===== src/rtl/led_arbiter_pkg.sv =====
// Shared constants, FSM encoding and round-robin pick helper for led_arbiter.
package led_arbiter_pkg;

    localparam int NUM_REQ = 4;
    localparam int CNT_W   = 8;
    localparam int IDX_W   = 2;
    localparam int GAP_W   = 4;

    typedef enum logic [1:0] {
        ST_IDLE  = 2'd0,
        ST_GRANT = 2'd1,
        ST_GAP   = 2'd2
    } state_e;

    // First set bit at or after last+1, wrapping; the entry at last itself is checked last.
    function automatic logic [IDX_W-1:0] rr_pick(input logic [NUM_REQ-1:0] req,
                                                 input logic [IDX_W-1:0]   last);
        logic [IDX_W-1:0] idx;
        rr_pick = last;
        for (int i = NUM_REQ; i >= 1; i--) begin
            idx = last + IDX_W'(i);
            if (req[idx]) rr_pick = idx;
        end
    endfunction

endpackage


===== src/rtl/led_arbiter_sync2.sv =====
// Two-flop synchronizer with asynchronous active-low clear, one per request line.
module sync2 (
    input  logic clk,
    input  logic rst_n,
    input  logic d_i,
    output logic q_o
);

    logic meta_q;
    logic sync_q;

    always_ff @(posedge clk or negedge rst_n) begin
        if (!rst_n) begin
            meta_q <= 1'b0;
            sync_q <= 1'b0;
        end else begin
            meta_q <= d_i;
            sync_q <= meta_q;
        end
    end

    assign q_o = sync_q;

endmodule


===== src/rtl/led_arbiter.sv =====
// Round-robin LED arbiter with minimum hold and inter-grant gap.
// Optional preemption of long grants when LED_ARBITER_TIMEOUT_EN is defined.
module led_arbiter
    import led_arbiter_pkg::*;
#(
    parameter int HOLD_MIN   = 4,
    parameter int HOLD_MAX   = 16,
    parameter int GAP_CYCLES = 2
) (
    input  logic         clk,
    input  logic         rst_n,
    input  logic [3:0]   req,
    output logic [3:0]   grant,
    output logic         busy,
    output logic [1:0]   owner
);

    if (HOLD_MIN < 1 || HOLD_MIN > HOLD_MAX || HOLD_MAX > 255 ||
        GAP_CYCLES < 1 || GAP_CYCLES > 15) begin : g_bad_params
        $error("led_arbiter: illegal HOLD_MIN/HOLD_MAX/GAP_CYCLES");
    end

    logic [NUM_REQ-1:0] req_s;

    for (genvar g = 0; g < NUM_REQ; g++) begin : g_sync
        sync2 u_sync (
            .clk   (clk),
            .rst_n (rst_n),
            .d_i   (req[g]),
            .q_o   (req_s[g])
        );
    end

    state_e             state_q;
    logic [NUM_REQ-1:0] grant_q;
    logic               busy_q;
    logic [IDX_W-1:0]   owner_q;
    logic [IDX_W-1:0]   last_q;
    logic [CNT_W-1:0]   cnt_q;
    logic [GAP_W-1:0]   gap_q;

    logic [IDX_W-1:0]   pick_d;
    logic               hold_done_d;
    logic               preempt_d;
    logic               release_d;

    assign pick_d      = rr_pick(req_s, last_q);
    assign hold_done_d = (cnt_q >= CNT_W'(HOLD_MIN - 1));

`ifdef LED_ARBITER_TIMEOUT_EN
    assign preempt_d = (cnt_q == CNT_W'(HOLD_MAX - 1)) &&
                       (|(req_s & ~(NUM_REQ'(1) << owner_q)));
`else
    assign preempt_d = 1'b0;
`endif

    assign release_d = (~req_s[owner_q] && hold_done_d) || preempt_d;

    // The IDLE cycle itself is the last zero cycle of the gap, so GAP lasts GAP_CYCLES-1.
    always_ff @(posedge clk or negedge rst_n) begin
        if (!rst_n) begin
            state_q <= ST_IDLE;
            grant_q <= '0;
            busy_q  <= 1'b0;
            owner_q <= '0;
            last_q  <= IDX_W'(NUM_REQ - 1);
            cnt_q   <= '0;
            gap_q   <= '0;
        end else begin
            case (state_q)
                ST_IDLE: begin
                    if (|req_s) begin
                        grant_q <= NUM_REQ'(1) << pick_d;
                        busy_q  <= 1'b1;
                        owner_q <= pick_d;
                        last_q  <= pick_d;
                        cnt_q   <= '0;
                        state_q <= ST_GRANT;
                    end
                end
                ST_GRANT: begin
                    if (release_d) begin
                        grant_q <= '0;
                        busy_q  <= 1'b0;
                        gap_q   <= '0;
                        state_q <= (GAP_CYCLES == 1) ? ST_IDLE : ST_GAP;
                    end else if (cnt_q != '1) begin
                        cnt_q <= cnt_q + CNT_W'(1);
                    end
                end
                ST_GAP: begin
                    if (gap_q == GAP_W'(GAP_CYCLES - 2)) begin
                        state_q <= ST_IDLE;
                    end else begin
                        gap_q <= gap_q + GAP_W'(1);
                    end
                end
                default: begin
                    grant_q <= '0;
                    busy_q  <= 1'b0;
                    state_q <= ST_IDLE;
                end
            endcase
        end
    end

    assign grant = grant_q;
    assign busy  = busy_q;
    assign owner = owner_q;

endmodule


===== config.mk =====
export PLATFORM = sky130hd
export DESIGN_NAME = led_arbiter
export DESIGN_NICKNAME = d
export VERILOG_FILES = /design/src/rtl/led_arbiter_pkg.sv /design/src/rtl/led_arbiter_sync2.sv /design/src/rtl/led_arbiter.sv
export SDC_FILE = /design/constraint.sdc
export NUM_CORES = 1
export LEC_CHECK = 0
export ABC_CLOCK_PERIOD_IN_PS = 1850
export CAP_MARGIN = 10
export CORE_MARGIN = 3
export CORE_UTILIZATION = 30
export DETAILED_ROUTE_END_ITERATION = 7
export SYNTH_ARGS = -nofsm -noshare
export SYNTH_HDL_FRONTEND = slang
export SYNTH_SLANG_ARGS = --single-unit

===== constraint.sdc =====
create_clock -name clk -period 1.85 [get_ports clk]
set_clock_uncertainty 0.15 [all_clocks]
set_input_delay 0.2775 -clock clk [delete_from_list [all_inputs] [get_ports clk]]
set_output_delay 0.2775 -clock clk [all_outputs]
set_load 0.1 [all_outputs]

Word-level counts from Yosys, hierarchy flattened --
Cells that the tools add are included.
Storage, ports and cells: flip-flop bits (word level) 31, input bits 6, output and inout bits 7, logic and storage cells 75
Operators by class: $add $sub $neg 5, order comparisons 5, eq/ne operators 9, shift operators 1, mux-type cells 27, bitwise gates (word level) 2, reduce and logical (&&, ||, !) cells 11
Operators with widths (number):
- 8-bit 2-to-1 mux | 3
- 8-bit one-hot mux with 2 select lines | 1
- 2-bit by 3-bit less-than comparator with 1-bit output (second input constant) | 4
- 2-bit 2-to-1 mux | 6
- 4-bit 2-to-1 mux | 3
- 2-bit != test (second input constant) | 6
- 4-bit one-hot mux with 3 select lines | 1
- 3-bit AND reduction | 3
- 8-bit by 1-bit adder with 8-bit output (second input constant) | 1
- 1-bit binary-select mux with 2-bit select | 4
- 8-bit by 2-bit >= comparator with 1-bit output (second input constant) | 1
- 8-bit != test (second input constant) | 1
- 4-bit one-hot mux with 2 select lines | 1
- 1-bit 2-to-1 mux | 6
- 2-bit one-hot mux with 3 select lines | 1
- 2-bit adder (second input constant) | 2
- 4-bit by 1-bit adder with 4-bit output (second input constant) | 1
- 4-bit zero test | 1
- 4-bit AND reduction | 1
- 2-bit nonzero test | 2
- 4-bit OR reduction | 1
- 1-bit by 2-bit << shifter with 4-bit output (first input constant) | 1
- 1-bit one-hot mux with 3 select lines | 1
- 2-bit by 1-bit adder with 2-bit output (second input constant) | 1
- 6 further kinds | 7

Longest topological paths before layout --
depth after elaboration 9, mapped depth 6, depth with buffers taken out 6

Cells and area by module --
Synthesis repeated with hierarchy kept, for this count alone.
Unflattened totals: cell total of the unflattened synthesis 136, area total of the unflattened synthesis 1481.4 µm²
Modules (own cells, without submodules):
- led_arbiter | instances 1, cells each 128, area an instance 1281.2 µm², seq. area each 578.1 µm²
- sync2 | instances 4, cells each 2, area an instance 50.0 µm², seq. area each 50.0 µm²

Worst setup path before layout --
OpenSTA, ideal clock, no wires.
path type register to register, from register owner_q[1], in the netlist owner[1], to register gap_q[0], library setup time 0.140 ns, arrival time 2.200 ns, path slack -0.640 ns, stages on the path, launching flop included 5, period minus slack after synthesis 2.490 ns, path through dfrtp_1 mux4_2 a211oi_1 nand2b_1 mux2i_1
Between the ends: cells in the longest elaborated chain, start to end 6
RTL lines:
- start, declared | RTL line led_arbiter.sv:37 | logic [IDX_W-1:0] owner_q;
- start signal, assigned | RTL line led_arbiter.sv:75 | owner_q <= pick_d;
- 1-bit binary-select mux with 2-bit select | RTL line led_arbiter.sv:57 | assign release_d = (~req_s[owner_q] && hold_done_d) || preempt_d;
- 1-bit 2-to-1 mux (not written as such) | RTL line led_arbiter.sv:57
- 1-bit inverter | RTL line led_arbiter.sv:57
- 1-bit logical AND | RTL line led_arbiter.sv:57
- 2-bit != test (no source line)
- 3-bit AND reduction (no source line)
- end signal, assigned | RTL line led_arbiter.sv:95 | gap_q <= gap_q + GAP_W'(1);
- end, declared | RTL line led_arbiter.sv:40 | logic [GAP_W-1:0] gap_q;
Every way passes these cells. The select of a mux whose other input is x is not followed. A chain may end at the register's enable or synchronous reset.

Worst setup path in the final report --
Same ends and word-level chain as after synthesis.

==> out/qor.yml <==
logic_synthesis:
  yosys_register_bits: 31
  yosys_warnings: 0
  synth-edff-count: 0
  postSynthAreaPerCell_um2: 11.07
  syn_area_mm2: 0.001494
  synthArstFlopShare_pct: 100.0
  ys_seq_area_share_pct: 52.09
  yosysMostFrequentCell: "dfrtp_1"
  yosys-top-cells-area: "dfrtp_1, dfstp_2, a21oi_1"
  synth_commonest_cells: "dfrtp_1, nand2_1, a21oi_1, nand2b_1"
  synthFlopType: "dfrtp_1"
  synthCells: 135
  ys_types: 40
  yosysTopAreaCell: "dfrtp_1"
  synth.top_cell.area_share_pct: 48.58
  synth.net_count: 144
sta:
  finalSetupViolCount: 4
  finalHoldViolCount: 0
  tightestPinTransition_ns: 0.6541
  period_needed_ns: 1.902
  slew_violations: 0
  layout_setup_ws_ns: -0.05229
  slew_headroom_pct: 55.93
  setup_tns_ns: -0.08821
  fin_crit_sh_pct: 102.8
  rsz0062_at_grt: "yes"
  clock.fmax_ghz: 0.5257
setup_path:
  criticalPathCategory: "flip-flop to flip-flop"
  startpoint_type: "flip-flop"
  required_ns: 1.83
  slowest_delay_ns: 0.57
  cp_num_buf_inv: 1
  cp_top_family: "multiplexers"
  crit_fanout: 3
  worstPathArrival_ns: 1.88
  cpMaxStageDelayCell: "mux4_2"
  path_cells: "mux4_2 > buf_6 > a211oi_4 > nand2b_4 > mux2i_1"
  cp-end-kind: "flip-flop"
clock_network:
  cts_sinks: 31
  cts_hold_buf: 0
  cts_htree_levels: 2
  cts_buffers: 5
  insertion_delay_ns: 0.29
  cts_tree: "built"
  clock_path_buffers: 2
  cts.reportedPaths.clkPinSlew_ns: 0.07
  cts-root-buf: "clkbuf_8"
die:
  die-area_mm2: 0.005862
  floorplan.initialDensity_pct: 31.42
  die_y_um: 76.57
  top_level_ports: 13
  core_mm2: 0.004755
  core.rowCount: 25
  die_width_um: 76.57
outcome:
  outcome: "complete, but fails checks"
  violations: "negative setup slack"
drt:
  drt_first_pass_iters: 4
  drcViolationCount: 0
  vias: 1262
  vias_per_cell: 5.068
  ant_nets: 0
  wl_um: 3497
  drt_iter0_markers: 53
  wl_per_cell_um: 14.04
layout:
  syn2layout_area_growth_pct: 48.07
  layout-drive-gt1-share_pct: 40.66
  fill_cells: 461
  fin_util_pct: 46.53
  final_net_count: 190
  final_area_mm2: 0.002212
  multi_input_area_um2: 794.5
  diodes: 0
  seq_area_um2: 783.3
  final_cell_count_no_fill: 249
placed_design:
  io_buffers: 12
  place_inst: 233
  place_congestion: 0.8202
  hpwl_um: 2395
  placed_cell_area_mm2: 0.001961
global_routing:
  grt_antenna_before_repair: 0
  grt_max_degree: 32
  grt.total_usage_pct: 12.96
  grt_pass1_wl_um: 5913
  gr-total-overflow: 0
  first_global_vias: 1300
power_and_ir_drop:
  power.total_uw: 3515
  leakagePower_uw: 0.0009274
  vdd_ir_drop_max_v: 0.0009700
  powerDensity_mw_per_mm2: 1589
job:
  cap_violations: 0
worst_hold_path:
  holdCritPathClass: "input port to async pin"
-- layer usage --
layer / share of wire, % / GRT usage [%] / vias to the layer above / wire length, um
li1: - / - / 599 / -
met1: 41 / 14.23 / 628 / 1440
met2: 51 / 21.79 / 23 / 1797
met3: 4.8 / 5.556 / 12 / 167
met4: 2.6 / 5.616 / 0 / 91
met5: 0 / 0 / - / 0
-- worst reg2reg max path: stages, from the launching register on --
cell and delay (ns):
dfrtp_4 0.42, mux4_2 0.57, buf_6 0.15, a211oi_4 0.20
nand2b_4 0.18, mux2i_1 0.08
-- through the flow --
step | setup slack, ns | hold WS (ns)
floorplan | -0.1318 | -0.1681
global placement | -0.02173 | 0.1848
detailed placement | -0.06122 | 0.1871
CTS | -0.05386 | 0.1912
global route | -0.1031 | 0.2065
finish | -0.05229 | 0.1950
-- sequential cells by signal, summed over array words and instances (netlist names) --
name                  count
g_sync.u_sync.q_o         4
cnt_q                     8
busy                      1
gap_q                     4
grant                     4
owner                     2
state_q                   2
g_sync.u_sync.meta_q      4
last_q                    2
-- power by group --
group / switching, uW / internal (uW)
Combinational: 1060 / 879
Clock: 274 / 261
Sequential: 186 / 850
-- area by class of cell --
cell class	instances	area share, %
Timing Repair Buffer	43	20.02
Sequential cell	31	35.41
Clock inverter	3	0.9050
Multi-Input combinational cell	95	35.92
Tap cell	67	3.790
Inverter	5	0.8484
Clock buffer	5	3.111
-- cell usage in the layout, fill, tap and decap left out, types with 3 or more instances in the layout --
master / n
buf_4: 28
dfrtp_1: 27
nand2_1: 9
buf_12: 8
inv_1: 5
nand2b_1: 5
clkbuf_8: 5
clkdlybuf4s50_1: 5
mux2i_1: 4
nand3b_1: 4
a21oi_1: 4
or3_1: 4
nor2_1: 4
a21oi_2: 4
nand4_1: 3
-- kinds of logic after synthesis --
family,Yosys count,share of synthesized area [%]
AOI/OAI and AO/OA,34,16.25
xor gates and xnor gates,2,1.173
adders and majority gates,3,2.513
buffers and inverters,9,2.261
DFF,31,52.09
muxes,7,5.695
and+or+nand+nor,49,20.02
-- worst paths after layout --
kind / from / to / slack, ns / cells after the start
worst max-delay path: owner[1] / gap_q[0] / -0.05 / 5
worst min-delay path: rst_n / cnt_q[6] / 0.20 / 2
worst max register to register: owner[1] / gap_q[0] / -0.05 / 5
worst min register to register: g_sync[1].u_sync.meta_q / g_sync[1].u_sync.q_o / 0.20 / 0
max in group asynchronous: rst_n / last_q[1] / 1.11 / 2
min in group clk: g_sync[1].u_sync.meta_q / g_sync[1].u_sync.q_o / 0.20 / 0
-- repair_timing --
action                                  in CTS  in global routing
hold endpoints to repair                     0                  0
buffers inserted                             5                  3
pin swaps                                    5                  9
endpoints found under the setup margin       9                 17
resized for setup                            7                 16
Note: power is estimated with default switching activity, not from simulation.
